$ cat src/rtl/conv_tap_sequencer.sv
// Convolution loop-nest sequencer: walks output pixels and kernel taps, issuing one MAC tap per handshake.
// Optional start-time config validation is built when CONV_SEQ_CFG_CHECK_EN is defined.
module conv_tap_sequencer #(
    parameter int unsigned ADDR_W    = 16,
    parameter int unsigned DRAIN_CYC = 2
) (
    input  logic              clk,
    input  logic              rst_n,
    input  logic              start,
    input  logic [3:0]        kernel_h,
    input  logic [3:0]        kernel_w,
    input  logic [7:0]        input_h,
    input  logic [7:0]        input_w,
    input  logic [3:0]        stride,
    input  logic [3:0]        padding,
    input  logic [7:0]        output_h,
    input  logic [7:0]        output_w,
    input  logic              pe_ready,
    output logic              busy,
    output logic              done,
    output logic              cfg_err,
    output logic              mac_valid,
    output logic              mac_first,
    output logic              mac_last,
    output logic              pad_zero,
    output logic [ADDR_W-1:0] ifm_addr,
    output logic [ADDR_W-1:0] wgt_addr,
    output logic [ADDR_W-1:0] out_addr
);

    localparam int unsigned CW = 14;
    localparam int unsigned PW = 32;
    localparam int unsigned DW = (DRAIN_CYC > 1) ? $clog2(DRAIN_CYC) : 1;

    typedef enum logic [1:0] {S_IDLE, S_RUN, S_DRAIN, S_DONE} state_t;

    typedef struct packed {
        logic [3:0] kh;
        logic [3:0] kw;
        logic [7:0] h;
        logic [7:0] w;
        logic [3:0] s;
        logic [3:0] p;
        logic [7:0] oh;
        logic [7:0] ow;
    } cfg_t;

    state_t            state_q, state_d;
    cfg_t              cfg_q, cfg_d, cfg_in;
    logic [3:0]        kx_q, kx_d, ky_q, ky_d;
    logic [7:0]        ox_q, ox_d, oy_q, oy_d;
    logic              issued_q, issued_d;
    logic              final_q, final_d;
    logic [DW-1:0]     drain_q, drain_d;

    logic              busy_d, done_d, valid_d, first_d, last_d, pad_d;
    logic [ADDR_W-1:0] ifm_d, wgt_d, out_d;

    logic [CW-1:0]        iy_u, ix_u;
    logic signed [CW-1:0] iy, ix;
    logic                 pad_c, kx_end, ky_end, ox_end, oy_end, tap_last_c, tap_final_c;
    logic [ADDR_W-1:0]    ifm_c, wgt_c, out_c;

    assign cfg_in = cfg_t'({kernel_h, kernel_w, input_h, input_w, stride, padding, output_h, output_w});

    // Tap geometry for the counter position about to be issued
    assign iy_u = CW'(oy_q) * CW'(cfg_q.s) + CW'(ky_q);
    assign ix_u = CW'(ox_q) * CW'(cfg_q.s) + CW'(kx_q);
    assign iy   = $signed(iy_u) - $signed(CW'(cfg_q.p));
    assign ix   = $signed(ix_u) - $signed(CW'(cfg_q.p));

    assign pad_c = iy[CW-1] || (iy >= $signed(CW'(cfg_q.h))) ||
                   ix[CW-1] || (ix >= $signed(CW'(cfg_q.w)));

    assign ifm_c = pad_c ? '0 :
                   ADDR_W'(PW'($unsigned(iy)) * PW'(cfg_q.w) + PW'($unsigned(ix)));
    assign wgt_c = ADDR_W'(PW'(ky_q) * PW'(cfg_q.kw) + PW'(kx_q));
    assign out_c = ADDR_W'(PW'(oy_q) * PW'(cfg_q.ow) + PW'(ox_q));

    assign kx_end      = (kx_q == cfg_q.kw - 4'd1);
    assign ky_end      = (ky_q == cfg_q.kh - 4'd1);
    assign ox_end      = (ox_q == cfg_q.ow - 8'd1);
    assign oy_end      = (oy_q == cfg_q.oh - 8'd1);
    assign tap_last_c  = kx_end && ky_end;
    assign tap_final_c = tap_last_c && ox_end && oy_end;

`ifdef CONV_SEQ_CFG_CHECK_EN
    logic cfg_bad_c, err_q, err_d, cfg_err_d;

    assign cfg_bad_c = (kernel_h == 4'd0) || (kernel_w == 4'd0) || (input_h == 8'd0) ||
                       (input_w == 8'd0) || (stride == 4'd0) || (output_h == 8'd0) ||
                       (output_w == 8'd0) ||
                       (10'(kernel_h) > 10'(input_h) + 10'(padding) + 10'(padding)) ||
                       (10'(kernel_w) > 10'(input_w) + 10'(padding) + 10'(padding));
`endif

    // Next-state and next-output logic
    always_comb begin
        state_d  = state_q;
        cfg_d    = cfg_q;
        kx_d     = kx_q;
        ky_d     = ky_q;
        ox_d     = ox_q;
        oy_d     = oy_q;
        issued_d = issued_q;
        final_d  = final_q;
        drain_d  = drain_q;
        busy_d   = (state_q == S_RUN) || (state_q == S_DRAIN);
        done_d   = 1'b0;
        valid_d  = mac_valid;
        first_d  = mac_first;
        last_d   = mac_last;
        pad_d    = pad_zero;
        ifm_d    = ifm_addr;
        wgt_d    = wgt_addr;
        out_d    = out_addr;
`ifdef CONV_SEQ_CFG_CHECK_EN
        err_d     = err_q;
        cfg_err_d = 1'b0;
`endif
        case (state_q)
            S_IDLE: begin
                // done still high means the DONE cycle is visible; restart only after it
                if (start && !done) begin
                    cfg_d    = cfg_in;
                    kx_d     = '0;
                    ky_d     = '0;
                    ox_d     = '0;
                    oy_d     = '0;
                    issued_d = 1'b0;
                    final_d  = 1'b0;
                    drain_d  = '0;
`ifdef CONV_SEQ_CFG_CHECK_EN
                    err_d    = cfg_bad_c;
                    state_d  = cfg_bad_c ? S_DONE : S_RUN;
`else
                    state_d  = S_RUN;
`endif
                end
            end
            S_RUN: begin
                if (mac_valid && pe_ready && final_q) begin
                    valid_d = 1'b0;
                    drain_d = '0;
                    state_d = S_DRAIN;
                end else if ((!mac_valid || pe_ready) && !issued_q) begin
                    valid_d  = 1'b1;
                    first_d  = (kx_q == 4'd0) && (ky_q == 4'd0);
                    last_d   = tap_last_c;
                    pad_d    = pad_c;
                    ifm_d    = ifm_c;
                    wgt_d    = wgt_c;
                    out_d    = out_c;
                    final_d  = tap_final_c;
                    issued_d = tap_final_c;
                    if (kx_end) begin
                        kx_d = '0;
                        if (ky_end) begin
                            ky_d = '0;
                            if (ox_end) begin
                                ox_d = '0;
                                oy_d = oy_end ? 8'd0 : oy_q + 8'd1;
                            end else begin
                                ox_d = ox_q + 8'd1;
                            end
                        end else begin
                            ky_d = ky_q + 4'd1;
                        end
                    end else begin
                        kx_d = kx_q + 4'd1;
                    end
                end
            end
            S_DRAIN: begin
                if (drain_q == DW'(DRAIN_CYC - 1)) begin
                    state_d = S_DONE;
                end else begin
                    drain_d = drain_q + DW'(1);
                end
            end
            S_DONE: begin
                busy_d  = 1'b0;
                done_d  = 1'b1;
                state_d = S_IDLE;
`ifdef CONV_SEQ_CFG_CHECK_EN
                cfg_err_d = err_q;
`endif
            end
            default: state_d = S_IDLE;
        endcase
    end

    // State, shadow configuration, counters and registered outputs
    always_ff @(posedge clk or negedge rst_n) begin
        if (!rst_n) begin
            state_q   <= S_IDLE;
            cfg_q     <= '0;
            kx_q      <= '0;
            ky_q      <= '0;
            ox_q      <= '0;
            oy_q      <= '0;
            issued_q  <= 1'b0;
            final_q   <= 1'b0;
            drain_q   <= '0;
            busy      <= 1'b0;
            done      <= 1'b0;
            mac_valid <= 1'b0;
            mac_first <= 1'b0;
            mac_last  <= 1'b0;
            pad_zero  <= 1'b0;
            ifm_addr  <= '0;
            wgt_addr  <= '0;
            out_addr  <= '0;
        end else begin
            state_q   <= state_d;
            cfg_q     <= cfg_d;
            kx_q      <= kx_d;
            ky_q      <= ky_d;
            ox_q      <= ox_d;
            oy_q      <= oy_d;
            issued_q  <= issued_d;
            final_q   <= final_d;
            drain_q   <= drain_d;
            busy      <= busy_d;
            done      <= done_d;
            mac_valid <= valid_d;
            mac_first <= first_d;
            mac_last  <= last_d;
            pad_zero  <= pad_d;
            ifm_addr  <= ifm_d;
            wgt_addr  <= wgt_d;
            out_addr  <= out_d;
        end
    end

`ifdef CONV_SEQ_CFG_CHECK_EN
    always_ff @(posedge clk or negedge rst_n) begin
        if (!rst_n) begin
            err_q   <= 1'b0;
            cfg_err <= 1'b0;
        end else begin
            err_q   <= err_d;
            cfg_err <= cfg_err_d;
        end
    end
`else
    assign cfg_err = 1'b0;
`endif

endmodule

$ cat config.mk
export PLATFORM = sky130hd
export DESIGN_NAME = conv_tap_sequencer
export DESIGN_NICKNAME = d
export VERILOG_FILES = /design/src/rtl/conv_tap_sequencer.sv
export SDC_FILE = /design/constraint.sdc
export NUM_CORES = 1
export LEC_CHECK = 0
export BUFFER_PORTS_ARGS = -buffer_cell sky130_fd_sc_hd__buf_2
export CAP_MARGIN = 20
export CORE_ASPECT_RATIO = 2
export CORE_MARGIN = 8
export CORE_UTILIZATION = 63
export DETAILED_ROUTE_END_ITERATION = 16
export PLACE_DENSITY = 0.85
export SYNTH_ARGS = -nofsm -noshare
export SYNTH_HDL_FRONTEND = slang
export SYNTH_SLANG_ARGS = --single-unit
$ cat constraint.sdc
create_clock -name clk -period 9.55 [get_ports clk]
set_clock_uncertainty 0.1 [all_clocks]
set_input_delay 1.91 -clock clk [delete_from_list [all_inputs] [get_ports clk]]
set_output_delay 1.91 -clock clk [all_outputs]
set_load 0.01 [all_outputs]
==> results.py, run 1 <==
metrics = {
    "status": {
        "status": "finished, final reports clean",
    },
    "synth": {
        "yosysUniqueCellTypes": 75,
        "syn_inst": 1700,
        "synth_edf_count": 0,
        "ys_top_cells_by_area": "fa_1 (22%), dfrtp_1 (20%), ha_1 (14%), inv_1 (8.1%), nand2_1 (6.1%)",
        "synth_most_common_cell": "inv_1",
        "synth_seq_cells": 123,
        "ys_seq_area_frac": 0.203,
        "synth_top_flop_cell": "dfrtp_1",
        "async_flop_share": 1.00,
        "synth.avg_cell_area_um2": 8.91,
        "yosysWarningCount": 0,
        "syn_area_um2": 15100,
        "yosysTopAreaCell": "fa_1",
        "synth_top_area_frac": 0.217,
        "synthTopCellsByCount": "inv_1 (327), nand2_1 (246), ha_1 (173)",
    },
    "timing": {
        "finalSetupTns_ns": 0,
        "final-max-slew-violation-count": 0,
        "fmax_ghz": 0.120,
        "setup_viol": 0,
        "hold_violations": 0,
        "setup_ws_ns": 1.20,
        "maxSlewHeadroom": 0.321,
        "rsz0062_at_grt": "false",
        "worst_slew_pin_slew_ns": 1.01,
        "final.min_clock_period_ns": 8.35,
        "period_share": 0.875,
    },
    "floorplanning": {
        "die-area_um2": 29600,
        "num_rows": 80,
        "core_um2": 23700,
        "die_y_um": 235,
        "num_io_pins": 107,
        "die_width_um": 126,
        "start_util": 0.638,
    },
    "setup_path": {
        "slowest_delay_ns": 0.73,
        "required_ns": 9.81,
        "r2r_slack_ns": 1.20,
        "critPathMaxFanout": 16,
        "r2r-start": "oy_q[1]",
        "cp_data_arrival_time_ns": 8.61,
        "r2r-end": "ifm_addr[15]",
        "cpMaxStageDelayCell": "dfrtp_1",
        "start_kind": "flip-flop",
        "critPathBufInv": 6,
        "cp_common_cell": "fa_1",
        "worst-r2r-cell-count": 27,
        "criticalPathCategory": "reg -> reg",
        "crit_family": "adder cells",
        "end_kind": "flip-flop",
    },
    "placed_design": {
        "dpl_worst_slack_ns": 1.32,
        "placed_area_um2": 15800,
        "portBuffers": 98,
        "dpl.hpwl_um": 29800,
        "gp_routability_congestion": 0.948,
    },
    "global_routing": {
        "grt_max_degree": 63,
        "grt_usage": 0.266,
        "grt_overflow": 0,
        "grt_pass1_vias": 13100,
        "grt_first_pass_wirelength_um": 62300,
        "antenna_found_initial": 3,
    },
    "hold_path": {
        "hold_depth": 2,
        "hold_class": "reg -> reg",
        "worst_hold_startpoint": "ifm_addr[4]",
        "hold_end": "ifm_addr[4]",
    },
    "cells_and_area": {
        "areaGrowthSynthToFinish_pct": 8.03,
        "layout-drive-gt1-share": 0.119,
        "fin_area_um2": 16400,
        "nNetsFinal": 2150,
        "fillers": 1766,
    },
    "clock_tree": {
        "clock_sinks": 123,
        "clk_path_buf_depth": 2,
        "clock_latency_ns": 0.46,
        "cts_hold_buf": 0,
        "cts_root_buf": "clkbuf_16",
        "post_cts_buffers": 0,
        "h-tree-depth": 4,
        "cts_tree": "done",
        "clk_pin_slew_worst_paths_ns": 0.07,
        "cts_buffers": 17,
        "cts_resized": 0,
    },
    "routing": {
        "drc": 0,
        "wl_um": 37500,
        "initialDrtViolationCount": 628,
        "vias": 12100,
        "first_pass_iters": 6,
        "wl_per_cell_um": 18.2,
        "vias_per_cell": 5.84,
        "detail-route-antenna-nets": 0,
    },
    "job": {
        "max_cap_violations": 0,
    },
}
[state kept, by name, indices dropped and copies added, names as in the netlist, 2 cells and up]
signal / cells
ifm_addr: 16
cfg_q: 48
out_addr: 16
oy_q: 8
ox_q: 8
ky_q: 4
state_q: 2
wgt_addr: 9
kx_q: 4
[area by class of cell]
| cell class | count | area, um2 | share of cell area |
|---|---|---|---|
| inverters | 327 | 1230 | 0.0750 |
| clock buffers | 21 | 470 | 0.0288 |
| well taps | 287 | 359 | 0.0219 |
| diodes | 3 | 7.51 | 0.000459 |
| repair buffers | 102 | 524 | 0.0320 |
| clock inverters | 11 | 110 | 0.00673 |
| flip-flops and latches | 123 | 3080 | 0.188 |
| multi-input cells | 1190 | 10600 | 0.647 |
[layer usage]
| metal | share of wire | vias up | routed length (um) | global-route usage |
|---|---|---|---|---|
| li1 | - | 5512 | - | - |
| met1 | 0.32 | 5980 | 12100 | 0.237 |
| met2 | 0.56 | 388 | 21000 | 0.510 |
| met3 | 0.038 | 178 | 1430 | 0.0420 |
| met4 | 0.080 | 0 | 2990 | 0.217 |
| met5 | 0 | - | 0 | 0 |
[cells by family after synthesis]
logic type,synth area share
and+or+nand+nor,0.168
buffers and inverters,0.100
adders and majority gates,0.360
AOI/OAI and AO/OA,0.0876
DFF,0.203
xor gates and xnor gates,0.0446
muxes,0.0364
other,0.000248
[placed cells by master, fill, tap and decap left out, drive strengths merged, types with 4 or more instances in the layout]
master / netlist / layout
a2111oi: 7 / 7
a211oi: 8 / 8
a21o: 11 / 11
a21oi: 30 / 30
a31oi: 7 / 7
and2: 85 / 85
and3: 10 / 10
buf: 15 / 101
clkbuf: 52 / 22
clkinv: 0 / 4
conb: 1 / 8
dfrtp: 123 / 123
fa: 164 / 164
ha: 173 / 173
inv: 327 / 330
mux2: 49 / 49
nand2: 247 / 247
nand2b: 10 / 10
nand3: 29 / 29
nand4: 7 / 7
nor2: 55 / 55
nor2b: 10 / 10
nor3: 31 / 31
nor3b: 4 / 4
nor4: 11 / 11
o211ai: 5 / 5
o21a: 11 / 11
o21ai: 74 / 74
o21bai: 4 / 4
o31ai: 12 / 12
or2: 5 / 5
or3: 10 / 10
xnor2: 45 / 45
xor2: 27 / 27
[stage by stage]
| stage | std cells | hold slack (ns) | util |
|---|---|---|---|
| final | 2064 | 0.363 | 0.690 |
| after global routing | 2064 | 0.391 | 0.690 |
| after CTS | 2060 | 0.372 | 0.689 |
| after detailed placement | 2028 | 0.358 | 0.665 |
| after global placement | 2028 | 0.349 | 0.665 |
| after floorplan | 1707 | 0.379 | - |
[worst max path at each step]
stage	startpoint	to	cells past startpoint
3_5_place_dp	cfg_q[23]	ifm_addr[15]	24
2_1_floorplan	cfg_q[22]	ifm_addr[15]	27
4_1_cts	cfg_q[23]	ifm_addr[15]	24
3_3_place_gp	cfg_q[23]	ifm_addr[15]	24
6_report	oy_q[1]	ifm_addr[15]	27
5_1_grt	oy_q[1]	ifm_addr[15]	27
[tightest hold or removal path, delay by kind of cell, from the launching register on]
kind | cells | cell delay (ns)
and+or+nand+nor | 2 | 0.10
DFF | 1 | 0.34
Power of run 1 is not shown: default switching activity piles up to over one toggle a cycle in this logic, so the estimate is an artifact.
==> run 2: changes to the inputs <==
==> constraint.sdc (replaced) <==
create_clock -name clk -period 8.9 [get_ports clk]
set_clock_uncertainty 0.1 [all_clocks]
set_input_delay 1.78 -clock clk [delete_from_list [all_inputs] [get_ports clk]]
set_output_delay 1.78 -clock clk [all_outputs]
set_load 0.01 [all_outputs]
==> run 2 against run 1 <==
  * Via count decreased by 0.16%
  * Register-to-register slack got worse by 0.59 ns
  * Sequential share of layout area about the same
  * Critical path type unchanged
  * Final cell count about the same
  * Worst setup slack got worse by 0.59 ns
  * Largest cell class unchanged
  * Core utilization increased by 0.18 points
  * Critical endpoint unchanged
  * Cell area increased by 0.26%
  * Die area unchanged
  * Global-route usage decreased by 0.34 points
  * Flip-flop and latch count unchanged
  * Wire length decreased by 1.5%
==> results.py, run 2 (synthesized netlist as in run 1, its figures left out) <==
metrics = {
    "setup_path": {
        "cpMaxStageDelayCell": "dfrtp_1",
        "start_kind": "flip-flop",
        "required_ns": 9.16,
        "end_kind": "flip-flop",
        "worst-r2r-cell-count": 27,
        "slowest_delay_ns": 0.68,
        "critPathMaxFanout": 16,
        "critPathBufInv": 6,
        "criticalPathCategory": "reg -> reg",
        "path_depth": 27,
        "cp_common_cell": "fa_1",
        "cp_data_arrival_time_ns": 8.55,
        "crit_family": "adder cells",
    },
    "cells_and_area": {
        "fin_area_um2": 16400,
        "final_common_cell": "inv_1",
        "nNetsFinal": 2152,
        "largest_reg_flops": 48,
        "mostFrequentLayoutCells": "inv_1 (327), nand2_1 (246), ha_1 (173)",
        "areaGrowthSynthToFinish_pct": 8.31,
        "fin_util": 0.691,
        "top_regs": "cfg_q x48, ifm_addr x16, out_addr x16",
        "finalNonFillerCells": 2063,
        "layout-drive-gt1-share": 0.120,
        "largest-register": "cfg_q",
    },
    "routing": {
        "vias": 12000,
        "drc": 0,
        "first_pass_iters": 5,
        "wl_um": 36900,
        "vias_per_cell": 5.84,
        "wl_per_cell_um": 17.9,
        "detail-route-antenna-nets": 0,
        "initialDrtViolationCount": 612,
    },
    "status": {
        "status": "finished, final reports clean",
    },
    "floorplanning": {
        "die-area_um2": 29600,
        "die_y_um": 235,
        "num_rows": 80,
        "num_io_pins": 107,
        "core_um2": 23700,
        "die_width_um": 126,
        "start_util": 0.638,
    },
    "timing": {
        "worst_slew_pin_slew_ns": 0.967,
        "rsz0062_at_grt": "false",
        "final-max-slew-violation-count": 0,
        "fmax_ghz": 0.121,
        "final.min_clock_period_ns": 8.29,
        "finalSetupTns_ns": 0,
        "period_share": 0.932,
        "hold_violations": 0,
        "setup_viol": 0,
        "maxSlewHeadroom": 0.353,
    },
    "clock_tree": {
        "cts_hold_buf": 0,
        "clock_sinks": 123,
        "clk_pin_slew_worst_paths_ns": 0.06,
        "h-tree-depth": 4,
        "clock_latency_ns": 0.45,
        "post_cts_buffers": 0,
        "cts_root_buf": "clkbuf_16",
        "cts_buffers": 17,
        "cts_resized": 0,
        "clk_path_buf_depth": 2,
        "cts_tree": "done",
    },
    "hold_path": {
        "hold_class": "reg -> reg",
        "hold_depth": 2,
    },
    "global_routing": {
        "grt_first_pass_wirelength_um": 62300,
        "grt_usage": 0.263,
        "grt_max_degree": 63,
        "antenna_found_initial": 2,
        "grt_overflow": 0,
        "grt_pass1_vias": 13500,
    },
    "placed_design": {
        "placed_area_um2": 15800,
        "gp_routability_congestion": 0.939,
        "placed_cells": 2030,
        "dpl.hpwl_um": 29300,
        "portBuffers": 98,
    },
    "job": {
        "max_cap_violations": 0,
    },
}
==> run 2: cell type report <==
cell class	instances	area, um2
multi-input combinational	1190	10600
fill	1735	7320
sequential	123	3080
inverter	327	1230
timing repair buffer	104	539
clock buffer	19	453
tap	287	359
clock inverter	12	160
antenna	1	2.50
==> run 2: path summary, 6_finish.rpt <==
check / startpoint / endpoint / slack (ns)
setup / recovery: oy_q[1] / ifm_addr[15] / 0.61
hold / removal: ifm_addr[4] / ifm_addr[4] / 0.36
setup reg to reg: oy_q[1] / ifm_addr[15] / 0.61
hold reg to reg: ifm_addr[4] / ifm_addr[4] / 0.36
max in group asynchronous: rst_n / out_addr[15] / 6.22
min in group asynchronous: rst_n / cfg_q[30] / 1.21
==> run 2: per-stage QoR <==
step	setup WS (ns)	hold slack, ns
floorplan	1.45	0.379
global placement	0.957	0.349
detailed placement	0.631	0.356
CTS	0.636	0.370
global route	0.140	0.390
finish	0.609	0.362
==> run 2: routing by layer <==
layer | vias to the layer above | share of wire | global-route usage
met5 | - | 0.00024 | 0
met4 | 2 | 0.071 | 0.204
met3 | 167 | 0.036 | 0.0381
met2 | 396 | 0.57 | 0.510
met1 | 5970 | 0.33 | 0.234
li1 | 5504 | - | -
==> run 2: tightest hold or removal path, stage by stage (launching register included) <==
cell and delay, ns:
dfrtp_1 0.34, nand2_1 0.05, nand2_1 0.04
Power of run 2 is left out for the same reason.
